<file path="src/rtl/seg_mux_scheduler.sv">
// seg_mux_scheduler
// -----------------
// Time-multiplexes one shared hex-to-seven-segment decoder between two
// common-anode digits. Each digit's value is latched into `s` when its
// blanking interval starts. During the blanking interval both anodes are
// off, so the decoder can settle. The digit's anode is then enabled for
// REFRESH_CYCLES cycles.
//
// Parameters:
//   REFRESH_CYCLES - dwell per digit with its anode on, in clk cycles (>= 1)
//   BLANK_CYCLES   - dead time before each dwell with both anodes off (>= 1)
//
// Ports:
//   clk        - system clock
//   reset      - synchronous, active-low reset
//   enable     - run the scan; low forces IDLE and a dark display
//   s0, s1     - hex values for digit 0 / digit 1
//   s          - value presented to the shared decoder
//   anode0_n   - digit 0 enable, active-low
//   anode1_n   - digit 1 enable, active-low
//   digit_sel  - digit currently owning the decoder
//   frame_tick - one-cycle pulse on the final SHOW1 cycle of each frame
//
// All outputs are registered. Each output is derived from the next-state
// values, so after an edge it reflects the state entered at that edge.

module seg_mux_scheduler #(
  parameter int unsigned REFRESH_CYCLES = 50000,
  parameter int unsigned BLANK_CYCLES   = 500
) (
  input  logic       clk,
  input  logic       reset,
  input  logic       enable,
  input  logic [3:0] s0,
  input  logic [3:0] s1,
  output logic [3:0] s,
  output logic       anode0_n,
  output logic       anode1_n,
  output logic       digit_sel,
  output logic       frame_tick
);

  localparam int unsigned MAX_CYCLES =
    (REFRESH_CYCLES > BLANK_CYCLES) ? REFRESH_CYCLES : BLANK_CYCLES;
  // With both parameters at 1, $clog2 returns 0. Keep at least one counter bit.
  localparam int unsigned CNT_W = (MAX_CYCLES > 1) ? $clog2(MAX_CYCLES) : 1;

  localparam logic [CNT_W-1:0] BLANK_LOAD = CNT_W'(BLANK_CYCLES - 1);
  localparam logic [CNT_W-1:0] SHOW_LOAD  = CNT_W'(REFRESH_CYCLES - 1);
  localparam logic [CNT_W-1:0] CNT_ONE    = CNT_W'(1);
  localparam logic [CNT_W-1:0] CNT_ZERO   = '0;

  typedef enum logic [2:0] {
    ST_IDLE   = 3'd0,
    ST_BLANK0 = 3'd1,
    ST_SHOW0  = 3'd2,
    ST_BLANK1 = 3'd3,
    ST_SHOW1  = 3'd4
  } state_t;

  state_t           state_q, state_d;
  logic [CNT_W-1:0] cnt_q, cnt_d;
  logic [3:0]       s_q, s_d;
  logic             anode0_n_q, anode0_n_d;
  logic             anode1_n_q, anode1_n_d;
  logic             digit_sel_q, digit_sel_d;
  logic             frame_tick_q, frame_tick_d;

  // Next state, dwell counter and decoder-value latch.
  always_comb begin
    state_d = state_q;
    cnt_d   = cnt_q;
    s_d     = s_q;
    if (!enable) begin
      // Dropping enable darkens the display at the next edge.
      // The latched value is kept.
      state_d = ST_IDLE;
      cnt_d   = CNT_ZERO;
    end else begin
      case (state_q)
        ST_IDLE: begin
          state_d = ST_BLANK0;
          cnt_d   = BLANK_LOAD;
          s_d     = s0;
        end
        ST_BLANK0: begin
          if (cnt_q == CNT_ZERO) begin
            state_d = ST_SHOW0;
            cnt_d   = SHOW_LOAD;
          end else begin
            cnt_d = cnt_q - CNT_ONE;
          end
        end
        ST_SHOW0: begin
          if (cnt_q == CNT_ZERO) begin
            state_d = ST_BLANK1;
            cnt_d   = BLANK_LOAD;
            s_d     = s1;
          end else begin
            cnt_d = cnt_q - CNT_ONE;
          end
        end
        ST_BLANK1: begin
          if (cnt_q == CNT_ZERO) begin
            state_d = ST_SHOW1;
            cnt_d   = SHOW_LOAD;
          end else begin
            cnt_d = cnt_q - CNT_ONE;
          end
        end
        ST_SHOW1: begin
          if (cnt_q == CNT_ZERO) begin
            state_d = ST_BLANK0;
            cnt_d   = BLANK_LOAD;
            s_d     = s0;
          end else begin
            cnt_d = cnt_q - CNT_ONE;
          end
        end
        default: begin
          state_d = ST_IDLE;
          cnt_d   = CNT_ZERO;
        end
      endcase
    end
  end

  // Output decode from the next state, so each registered output matches
  // the state entered at the same edge. Each anode is driven only by its
  // own SHOW state, so both anodes can never be on at once.
  always_comb begin
    anode0_n_d   = 1'b1;
    anode1_n_d   = 1'b1;
    digit_sel_d  = 1'b0;
    frame_tick_d = 1'b0;
    case (state_d)
      ST_SHOW0: begin
        anode0_n_d = 1'b0;
      end
      ST_BLANK1: begin
        digit_sel_d = 1'b1;
      end
      ST_SHOW1: begin
        anode1_n_d   = 1'b0;
        digit_sel_d  = 1'b1;
        frame_tick_d = (cnt_d == CNT_ZERO);
      end
      default: begin
        anode0_n_d = 1'b1;
      end
    endcase
  end

  // State, counter and output registers with synchronous active-low reset.
  always_ff @(posedge clk) begin
    if (!reset) begin
      state_q      <= ST_IDLE;
      cnt_q        <= CNT_ZERO;
      s_q          <= 4'h0;
      anode0_n_q   <= 1'b1;
      anode1_n_q   <= 1'b1;
      digit_sel_q  <= 1'b0;
      frame_tick_q <= 1'b0;
    end else begin
      state_q      <= state_d;
      cnt_q        <= cnt_d;
      s_q          <= s_d;
      anode0_n_q   <= anode0_n_d;
      anode1_n_q   <= anode1_n_d;
      digit_sel_q  <= digit_sel_d;
      frame_tick_q <= frame_tick_d;
    end
  end

  assign s          = s_q;
  assign anode0_n   = anode0_n_q;
  assign anode1_n   = anode1_n_q;
  assign digit_sel  = digit_sel_q;
  assign frame_tick = frame_tick_q;

endmodule
</file>
<file path="config.mk">
export PLATFORM = sky130hd
export DESIGN_NAME = seg_mux_scheduler
export DESIGN_NICKNAME = d
export VERILOG_FILES = /design/src/rtl/seg_mux_scheduler.sv
export SDC_FILE = /design/constraint.sdc
export NUM_CORES = 1
export LEC_CHECK = 0
export CORE_ASPECT_RATIO = 0.9
export CORE_MARGIN = 8
export CORE_UTILIZATION = 57
export CTS_CLUSTER_SIZE = 8
export DETAILED_ROUTE_END_ITERATION = 12
export PLACE_DENSITY = 0.86
export SKIP_CTS_REPAIR_TIMING = 1
export SYNTH_ARGS = -nofsm -noshare
export SYNTH_HDL_FRONTEND = slang
export SYNTH_SLANG_ARGS = --single-unit
</file>
<file path="constraint.sdc">
create_clock -name clk -period 3.2 [get_ports clk]
set_input_delay 0.96 -clock clk [delete_from_list [all_inputs] [get_ports clk]]
set_output_delay 0.96 -clock clk [all_outputs]
set_load 0.02 [all_outputs]
</file>
Word-level counts from Yosys, hierarchy flattened
Cells that the tools add are included.
- $add $sub $neg: 1
- equal/unequal tests: 9
- multiplexer cells: 16
- reductions and logical operators: 9
- operators with widths (kind ; number):
    $mux W16 ; 3
    $pmux W16 S3 ; 1
    $logic_not A16 Y1 ; 2
    $sub A16 B1 Y16 const B ; 1
    $mux W3 ; 5
    $pmux W3 S5 ; 1
    $eq A3 B2 Y1 const B ; 4
    $pmux W4 S3 ; 1
    $mux W4 ; 2
    $eq A3 B3 Y1 const B ; 2
    $reduce_or A2 Y1 ; 3
    $ne A2 B2 Y1 const B ; 2
    $reduce_and A4 Y1 ; 1
    $eq A3 B1 Y1 const B ; 1
    $logic_not A3 Y1 ; 1
    $mux W1 ; 3
    $reduce_bool A3 Y1 ; 1
    $reduce_and A2 Y1 ; 1
- bits in registers: 27
- input bits: 11
- output and inout port bits: 8

Depth between registers and ports, before layout
- depth in word-level cells: 7
- gate-level depth with buffers: 10

Worst setup path after synthesis
OpenSTA, ideal clock, no wires.
- path type: register to register
- from: register cnt_q[7]
- to: register frame_tick_q, in the netlist frame_tick
- data arrival time: 1.866 ns
- setup slack: 1.246 ns
- cell stages (with the launch flop): 8
- buffers on the path: 0
- period minus slack after synthesis: 1.954 ns
- cell sequence: dfxtp_1 -> or4_4 -> nor2_4 -> nand3_2 -> xnor2_1 -> o41ai_2 -> nand3_1 -> nor4_2
- word-level cells in the longest chain between the ends: 6
- elaborated cells on any way between the ends: 15
- classes of those cells: add/sub (1); eq/ne (1); mux (10); reduce/logical (3)
- ends and longest elaborated chain (element ; line ; source):
    start, declared ; 62 ; logic [CNT_W-1:0] cnt_q, cnt_d;
    start signal, assigned ; 166 ; cnt_q <= cnt_d;
    parallel branches: the longest is 6 deep, another holds $sub A16 B1 Y16 ; n/a ;
    end signal, assigned ; 171 ; frame_tick_q <= frame_tick_d;
    end, declared ; 67 ; logic frame_tick_q, frame_tick_d;
Several ways; the timed one is not identified.
A chain may end at the register's enable or synchronous reset.

Worst setup path in the final report
- from: register cnt_q[0]
- to: register cnt_q[4]
- word-level cells in the longest chain between the ends: 4
- elaborated cells on any way between the ends: 6
- classes of those cells: add/sub (1); mux (4); reduce/logical (1)
- ends and longest elaborated chain (element ; line ; source):
    $sub A16 B1 Y16 / $logic_not A16 Y1 (equally long branches) ; n/a ;
    $mux W16, on equally long branches ; n/a ;
    $pmux W16 S3 (*) ; 80 ; case (state_q)
    $mux W16 (*) ; 74 ; if (!enable) begin
Mark *: on every way between the ends. The rest lies on a longest branch, timed or not.

==> reports/metrics.cfg <==
[floorplanning]
coreArea_um2=2750
die_w_um=72.5
die_h_um=66.9
ios=19
fp.dieArea_um2=4850
row_count=18
start_util_pct=59.7

[layout]
layout-drive-gt1-share_pct=15.0
layout_common_cells=dfxtp_1 (27), nor2_1 (24), clkdlybuf4s50_1 (18)
instances_no_fill=233
fin_util_pct=65.8
diodes=0
final_common_cell=dfxtp_1
area_growth_pct=10.3
fin_nets=207

[place]
dpl.cell_count=229
gp_congestion=0.874
portBuffers=18
dp_hpwl_mm=2.83

[timing]
setup_viol=0
slew_headroom_pct=58.2
timing.hold.ws_ps=519
finalHoldViolations=0
fin_tns_setup_ps=0
fin_skew_ps=3.02
post-route-period-util_pct=74.3
worstMarginPinSlew_ps=626
finalMaxSlewViolations=0
fmax_mhz=420
period_needed_ps=2380
rsz0062_at_grt=no

[cts]
h-tree-depth=1
cts.clk_slew.worst_paths_ps=140
clkLatencyLatePin_ps=320
cts_buffers=3
cts_sinks=27
root_buffer=clkbuf_4
cts_tree=yes
clock_path_buffers=2

[detailed_routing]
wl_per_cell_um=15.2
viasPerCell=5.74
postRouteAntennaNets=0
vias=1337
first_iter_violations=115
wl_mm=3.55
firstDrtPassIters=4
route.detailed.drc=0

[setup_path]
worstPathRequired_ps=3480
start_kind=flop
timing.rr.end=cnt_q[4]
ff2ff_setup_slack_ps=820
crit_path_max_fanout=13
endpoint_kind=flop
r2r_start=cnt_q[0]
reg2reg_depth=8
cp.arrival_ps=2660
crit_type=reg2reg

[synth]
synth_cell_type_count=53
syn_nets=194
async_flop_share_pct=0
synth_ff_type=dfxtp_1
ys_ff_latch=27
yosys_warnings=0
synth_area_per_cell_um2=9.06
synth_area_um2=1640
yosysSeqAreaShare_pct=33.0
synth_edf_count=0
synthCells=181

[worst_hold_path]
hold_depth=1
hold_class=reg2reg
hold_path_startpoint=s[0]
min_to=s[0]

[global_routing]
grt_usage_pct=15.3
grt-ovfl-total=0
grt_max_degree=18
antenna_found_initial=0
grt_pass1_wl_mm=5.88
grt_pass1_vias=1310

[power_and_ir_drop]
p_total_mw=0.721
p_per_area_nw_per_um2=399
p_leak_nw=0.706
vdd_ir_drop_max_mv=0.280

[job]
maxCapViolations=0

[outcome]
status=completed

## worst max-delay path by stage
stage,startpoint,end,slack [ps],depth (start not counted)
2_1_floorplan,cnt_q[7],frame_tick,1250,7
3_3_place_gp,reset,frame_tick,760,5
3_5_place_dp,reset,frame_tick,620,5
4_1_cts,cnt_q[0],cnt_q[4],820,8
5_1_grt,cnt_q[0],cnt_q[4],580,8
6_report,cnt_q[0],cnt_q[4],820,8
## cells by family after synthesis
group | share of synthesized area [%]
buffers and inverters | 6.95
multiplexers | 2.44
AND/OR/NAND/NOR | 33.7
XOR/XNOR | 7.48
adder cells (fa/ha/maj) | 3.36
flip-flops | 33.0
AO/OA/AOI/OAI | 13.1
## Yosys cell counts, types with 2 or more instances
cell type  count  area (um^2)
a21oi_1        8         40.0
a21oi_2        2         17.5
buf_4          3         22.5
buf_6          3         33.8
clkbuf_1       3         11.3
clkbuf_8       2         27.5
dfxtp_1       27          541
ha_1           2         25.0
inv_1          5         18.8
maj3_1         3         30.0
mux2i_1        4         40.0
nand2_1       17         63.8
nand3_1        6         30.0
nand3_2        3         30.0
nor2_1        24         90.1
nor2_2         2         12.5
nor2b_1        2         12.5
nor3_1         6         30.0
nor4_4         4         85.1
o211a_1        5         50.1
o21ai_0        5         25.0
or3_1          2         12.5
xnor2_1        9         78.8
xor2_1         5         43.8
## worst max-delay path, cell delays in order (launching register included)
cell and delay [ps]:
dfxtp_1 390, inv_1 110, ha_1 140, nor3b_1 320, nand4_2 420, a21oi_1 300, o211a_1 310, a31o_1 200
and2_1 130
## report_power, final
group          switching, mW  internal [mW]  total [mW]
Combinational          0.110         0.0903       0.201
Clock                 0.0987         0.0489       0.148
Sequential            0.0219          0.351       0.372
Total                  0.231          0.490       0.721
## flip-flops by register name, summed over array words and instances (netlist names)
signal	flops
anode0_n	1
anode1_n	1
cnt_q	16
digit_sel	1
frame_tick	1
s	4
state_q	3
## metal layers
layer  wire, um  GRT usage (%)
met3        213           5.10
met2       1750           26.8
met4         36           4.74
met1       1550           17.0
met5          0              0
## final cells by class
| class | instances | area [um^2] |
|---|---|---|
| multi-input cells | 138 | 985 |
| fillers | 233 | 940 |
| flip-flops and latches | 27 | 541 |
| repair buffers | 19 | 188 |
| well taps | 40 | 50.0 |
| clock buffers | 4 | 26.3 |
| inverters | 5 | 18.8 |
## per-stage QoR
step	setup slack, ps	area [um^2]
3_5_place_dp	620	1780
4_1_cts	823	1810
2_1_floorplan	1250	1640
5_1_grt	584	1810
6_report	822	1810
3_3_place_gp	758	1780
(Power assumes the default switching activity.)
==> edit 1 (same flow settings) <==
`REFRESH_CYCLES`: 50000 -> 100000.
--- a/src/rtl/seg_mux_scheduler.sv
+++ b/src/rtl/seg_mux_scheduler.sv
@@ -26,5 +26,5 @@
 
 module seg_mux_scheduler #(
-  parameter int unsigned REFRESH_CYCLES = 50000,
+  parameter int unsigned REFRESH_CYCLES = 100000,
   parameter int unsigned BLANK_CYCLES   = 500
 ) (
Check against the original RTL: no difference found for any inputs over 10 cycles, from zero or initial values and one cycle with reset low; that may be too few to reach the edited logic, so the function may still have changed.
==> edit 1 against the unedited design <==
  * Worst setup slack worse by 0.25 ns
  * Global-route usage up 1.6 points
  * Largest cell class unchanged
  * Cell area grew 2.4%
  * Total power is 12% higher
  * Sequential power increased by 3%
  * Sequential cell count up 1
  * Synthesized area rose by 0.53%
  * Core utilization rose by 1.6 points
  * Wire length up 13%
  * Largest power group unchanged
  * Sequential share of layout area grew 0.37 points
==> edit 1: results (changes against the unedited design) <==
Power
  – VDD IR max: 0.0003788 V (was 0.0002798 V)
  – Leakage power: 0.7115 nW (was 0.7064 nW)

Cells and area
  – Max FFs per register: 17 (was 16)
  – Final net count: 227 (was 207)
  – Share of cells above drive strength 1: 0.06573 (was 0.1503)
  – Layout Cells excl Fill: 253 (was 233)

Detailed routing
  – Vias: 1533 (was 1337)
  – Starting DRC count in detailed routing: 149 (was 115)

GRT
  – Largest net degree at the start of global routing: 17 (was 18)
  – Gr usage total: 0.1684 (was 0.1526)
  – First-pass GRT wire length: 6555 µm (was 5878 µm)
  – Vias in the first global route: 1390 (was 1310)

Synth
  – Sequential area share after synthesis: 0.3402 (was 0.3298)
  – Dominant cells by area after synthesis: dfxtp_1, nor2_1, xor2_1, nand2_1, a21oi_1 (was dfxtp_1, nor2_1, nor4_4, xnor2_1, nand2_1)
  – Mapped Cells: 202 (was 181)
  – Synth unique cells: 47 (was 53)
  – Most frequent cells after synthesis: dfxtp_1, nor2_1, nand2_1 (unchanged)

STA
  – Hold slack: 0.5092 ns (was 0.5191 ns)
  – Slew @ Worst Pin: 0.7046 ns (was 0.6263 ns)
  – Clk_skew: 0.008292 ns (was 0.003023 ns)

Worst hold path
  – WHS Path Cells: 2 (was 1)

Setup path
  – R2R Path End: frame_tick$_SDFF_PN0_ (was cnt_q[4]$_SDFF_PN0_)
  – Crit path DAT: 2.88 ns (was 2.66 ns)
  – R2r setup slk: 0.57 ns (was 0.82 ns)

CTS
  – Clk slew on worst S/H paths: 0.16 ns (was 0.14 ns)
  – Worst skew pair latency: 0.34 ns (was 0.32 ns)

Place
  – Dpl ws: 0.6390 ns (was 0.6199 ns)
  – Placer Congestion: 0.9451 (was 0.8737)
  – DP HPWL: 3067 µm (was 2828 µm)

Status
  – Status: finished clean (unchanged)
[edit 1: changes by cell type after synthesis, sizes merged, moves of 3 or more]
| cell | before | now |
|---|---|---|
| a21oi | 10 | 13 |
| a211oi | 0 | 5 |
| xor2 | 5 | 10 |
| o211a | 5 | 0 |
| nor3b | 2 | 5 |
| nand3 | 10 | 7 |
| xnor2 | 9 | 2 |
| nand4 | 2 | 6 |
| o21ai | 7 | 12 |
[edit 1: how the worst max path moves through the flow]
stage	end	slack (ns)
CTS	frame_tick$_SDFF_PN0_	0.60
finish	frame_tick$_SDFF_PN0_	0.57
detailed placement	frame_tick$_SDFF_PN0_	0.64
global placement	frame_tick$_SDFF_PN0_	0.73
floorplan	frame_tick$_SDFF_PN0_	0.82
global route	s[2]$_SDFFE_PN0P_	0.39
[edit 1: kinds of logic after synthesis]
| logic type | share of synthesized area |
|---|---|
| buf+inv | 0.06377 |
| flops | 0.3402 |
| fa+ha+maj | 0.02809 |
| simple gates | 0.3075 |
| mux | 0.02430 |
| xor+xnor | 0.06378 |
| compound gates | 0.1724 |
[edit 1: through the flow]
stage	util	cell area (µm²)
after CTS	0.6740	1852
after floorplan	-	1648
after detailed placement	0.6548	1799
after global placement	0.6548	1799
final	0.6740	1852
after global routing	0.6740	1852
[edit 1: routing by layer]
layer / track usage / vias up / routed length, µm
met1: 0.2064 / 699 / 1646
met4: 0.05486 / 0 / 82
met5: 0 / - / 0
li1: - / 742 / -
met3: 0.04048 / 13 / 292
met2: 0.2824 / 79 / 2001
[edit 1: where the power goes]
group	internal (W)	leakage [nW]	total [W]	switching, W
logic	0.0000796	0.455	0.000185	0.000106
registers	0.000363	0.229	0.000384	0.0000210
clock network	0.000127	0.0279	0.000238	0.000111
total	0.000569	0.712	0.000807	0.000238
[edit 1: final cells by class]
type	instances	area, µm²	area share
clock inverter	1	30.03	0.01622
tap	40	50.05	0.02703
timing repair buffer	18	180.2	0.09730
clock buffer	3	22.52	0.01216
inverter	7	26.28	0.01419
sequential	28	560.5	0.3027
multi-input combinational	156	982.2	0.5304
[edit 1: worst max-delay path: stages, from the launching register on]
cell	delay, ns
dfxtp_1	0.40
inv_1	0.13
ha_1	0.28
or3b_1	0.51
o32a_1	0.38
o32a_1	0.28
a21oi_1	0.14
nand4_1	0.12
a2111oi_2	0.30
==> edit 2 (same flow settings) <==
Made on the original files. Take the reset off `s_q` and load it in a clocked block of its own.
--- a/src/rtl/seg_mux_scheduler.sv
+++ b/src/rtl/seg_mux_scheduler.sv
@@ -157,5 +157,4 @@
       state_q      <= ST_IDLE;
       cnt_q        <= CNT_ZERO;
-      s_q          <= 4'h0;
       anode0_n_q   <= 1'b1;
       anode1_n_q   <= 1'b1;
@@ -165,5 +164,4 @@
       state_q      <= state_d;
       cnt_q        <= cnt_d;
-      s_q          <= s_d;
       anode0_n_q   <= anode0_n_d;
       anode1_n_q   <= anode1_n_d;
@@ -171,4 +169,8 @@
       frame_tick_q <= frame_tick_d;
     end
+  end
+
+  always_ff @(posedge clk) begin
+    s_q <= s_d;
   end
 
Formal check against the unedited RTL: not equivalent (Yosys sat finds a counterexample within 4 cycles, from zero or initial values and one cycle with reset low).
==> edit 2 against the unedited design <==
  * Count of clock-buffer cells in the layout unchanged
  * Sequential cell count unchanged
  * Synthesized area decreased by 6.3%
  * Cell area fell by 3.7%
  * Wire length decreased by 1.6%
  * Combinational power decreased by 10%
  * Core utilization down 0.26 points
  * Worst setup slack worse by 0.33 ns
  * Global-route usage about the same
  * Total power decreased by 1.8%
  * Highest routed layer unchanged
==> edit 2: results (changes against the unedited design) <==
Synth
  – Most frequent cells after synthesis: nor2_1, dfxtp_1, nand2_1 (was dfxtp_1, nor2_1, nand2_1)
  – Dominant cells by area after synthesis: dfxtp_1, nor2_1, edfxtp_1, xor2_1, maj3_1 (was dfxtp_1, nor2_1, nor4_4, xnor2_1, nand2_1)
  – Syn Nets: 189 (was 194)
  – Mux cell area share after synthesis: 0.04235 (was 0.02443)
  – Synth Area in Compound Gates: 0.1189 (was 0.1313)
  – Post-synthesis xor/xnor area fraction: 0.06840 (was 0.07481)
  – Adder-Cell Fraction of Synth Area: 0.05537 (was 0.03359)

Setup path
  – R2r setup slk: 0.49 ns (was 0.82 ns)
  – R2R Path Start: cnt_q[4]$_SDFF_PN0_ (was cnt_q[0]$_SDFF_PN0_)
  – Crit path DAT: 2.70 ns (was 2.66 ns)
  – R2R Path End: s[0]$_DFFE_PP_ (was cnt_q[4]$_SDFF_PN0_)
  – Max incr delay on CP: 0.56 ns (was 0.42 ns)
  – Crit path max-delay cell type: nor3b_1 (was nand4_2)
  – Cells on worst reg2reg path: 5 (was 8)
  – Crit path max fanout: 9 (was 13)

Cells and area
  – Buffers, non-clock: 20 (was 19)
  – Final net count: 205 (was 207)
  – Clock-cell share of area: 0.01509 (was 0.01453)
  – Non-clock buffers, area share: 0.1121 (was 0.1038)
  – Fill count: 240 (was 233)
  – Seq. cell area: 580.6 µm² (was 540.5 µm²)
  – Multi-input comb cells: 137 (was 138)
  – Share of cells above drive strength 1: 0.1099 (was 0.1503)
  – Num sequential: 27 (unchanged)
  – Multi-input logic area: 890.9 µm² (was 984.7 µm²)

STA
  – Clk_skew: 0.003001 ns (was 0.003023 ns)
  – Slew @ Worst Pin: 0.6524 ns (was 0.6263 ns)

Detailed routing
  – Drt total wl: 3493 µm (was 3551 µm)
  – Vias: 1328 (was 1337)

Power
  – Sw frac: 0.3111 (was 0.3204)
  – P_int: 0.0004874 W (was 0.0004896 W)
  – Leakage power: 0.6646 nW (was 0.7064 nW)
  – VDD IR max: 0.0002010 V (was 0.0002798 V)
  – Power Combinational: 0.000180 W (was 0.000201 W)

GRT
  – Gr usage total: 0.1527 (was 0.1526)
  – Vias in the first global route: 1237 (was 1310)
  – First-pass GRT wire length: 5678 µm (was 5878 µm)

Place
  – Placer Congestion: 0.9370 (was 0.8737)
  – DP HPWL: 2622 µm (was 2828 µm)

CTS
  – Worst skew pair latency: 0.34 ns (was 0.32 ns)

Worst hold path
  – Hold Path End: cnt_q[15]$_SDFF_PN0_ (was s[0]$_SDFFE_PN0P_)

Status
  – Status: finished clean (unchanged)
==> edit 2: cell count changes after synthesis, moves of 4 or more <==
| cell | delta |
|---|---|
| nor2_1 | +10 |
| nand2_1 | -7 |
| xnor2_1 | -6 |
| o211a_1 | -5 |
| dfxtp_1 | -4 |
| edfxtp_1 | +4 |
| mux2_2 | +4 |
| nor3b_1 | +4 |
| xor2_1 | +4 |
==> edit 2: stage by stage <==
stage	instance area, µm²	worst slack, ns	util	hold WS (ns)	std cells
final	1742	0.4937	0.6554	0.5700	221
after detailed placement	1715	0.4159	0.6455	0.5418	217
after CTS	1742	0.5617	0.6554	0.5720	221
after global routing	1742	0.4105	0.6554	0.5975	221
after floorplan	1536	0.9273	-	0.4913	176
after global placement	1715	0.5142	0.6455	0.5181	217
==> edit 2: per-layer routing <==
metal	up-vias	share of wire	track usage
met5	-	0	0
met4	0	0.023	0.07513
met3	7	0.060	0.02584
met2	38	0.50	0.2613
met1	631	0.42	0.1823
li1	652	-	-
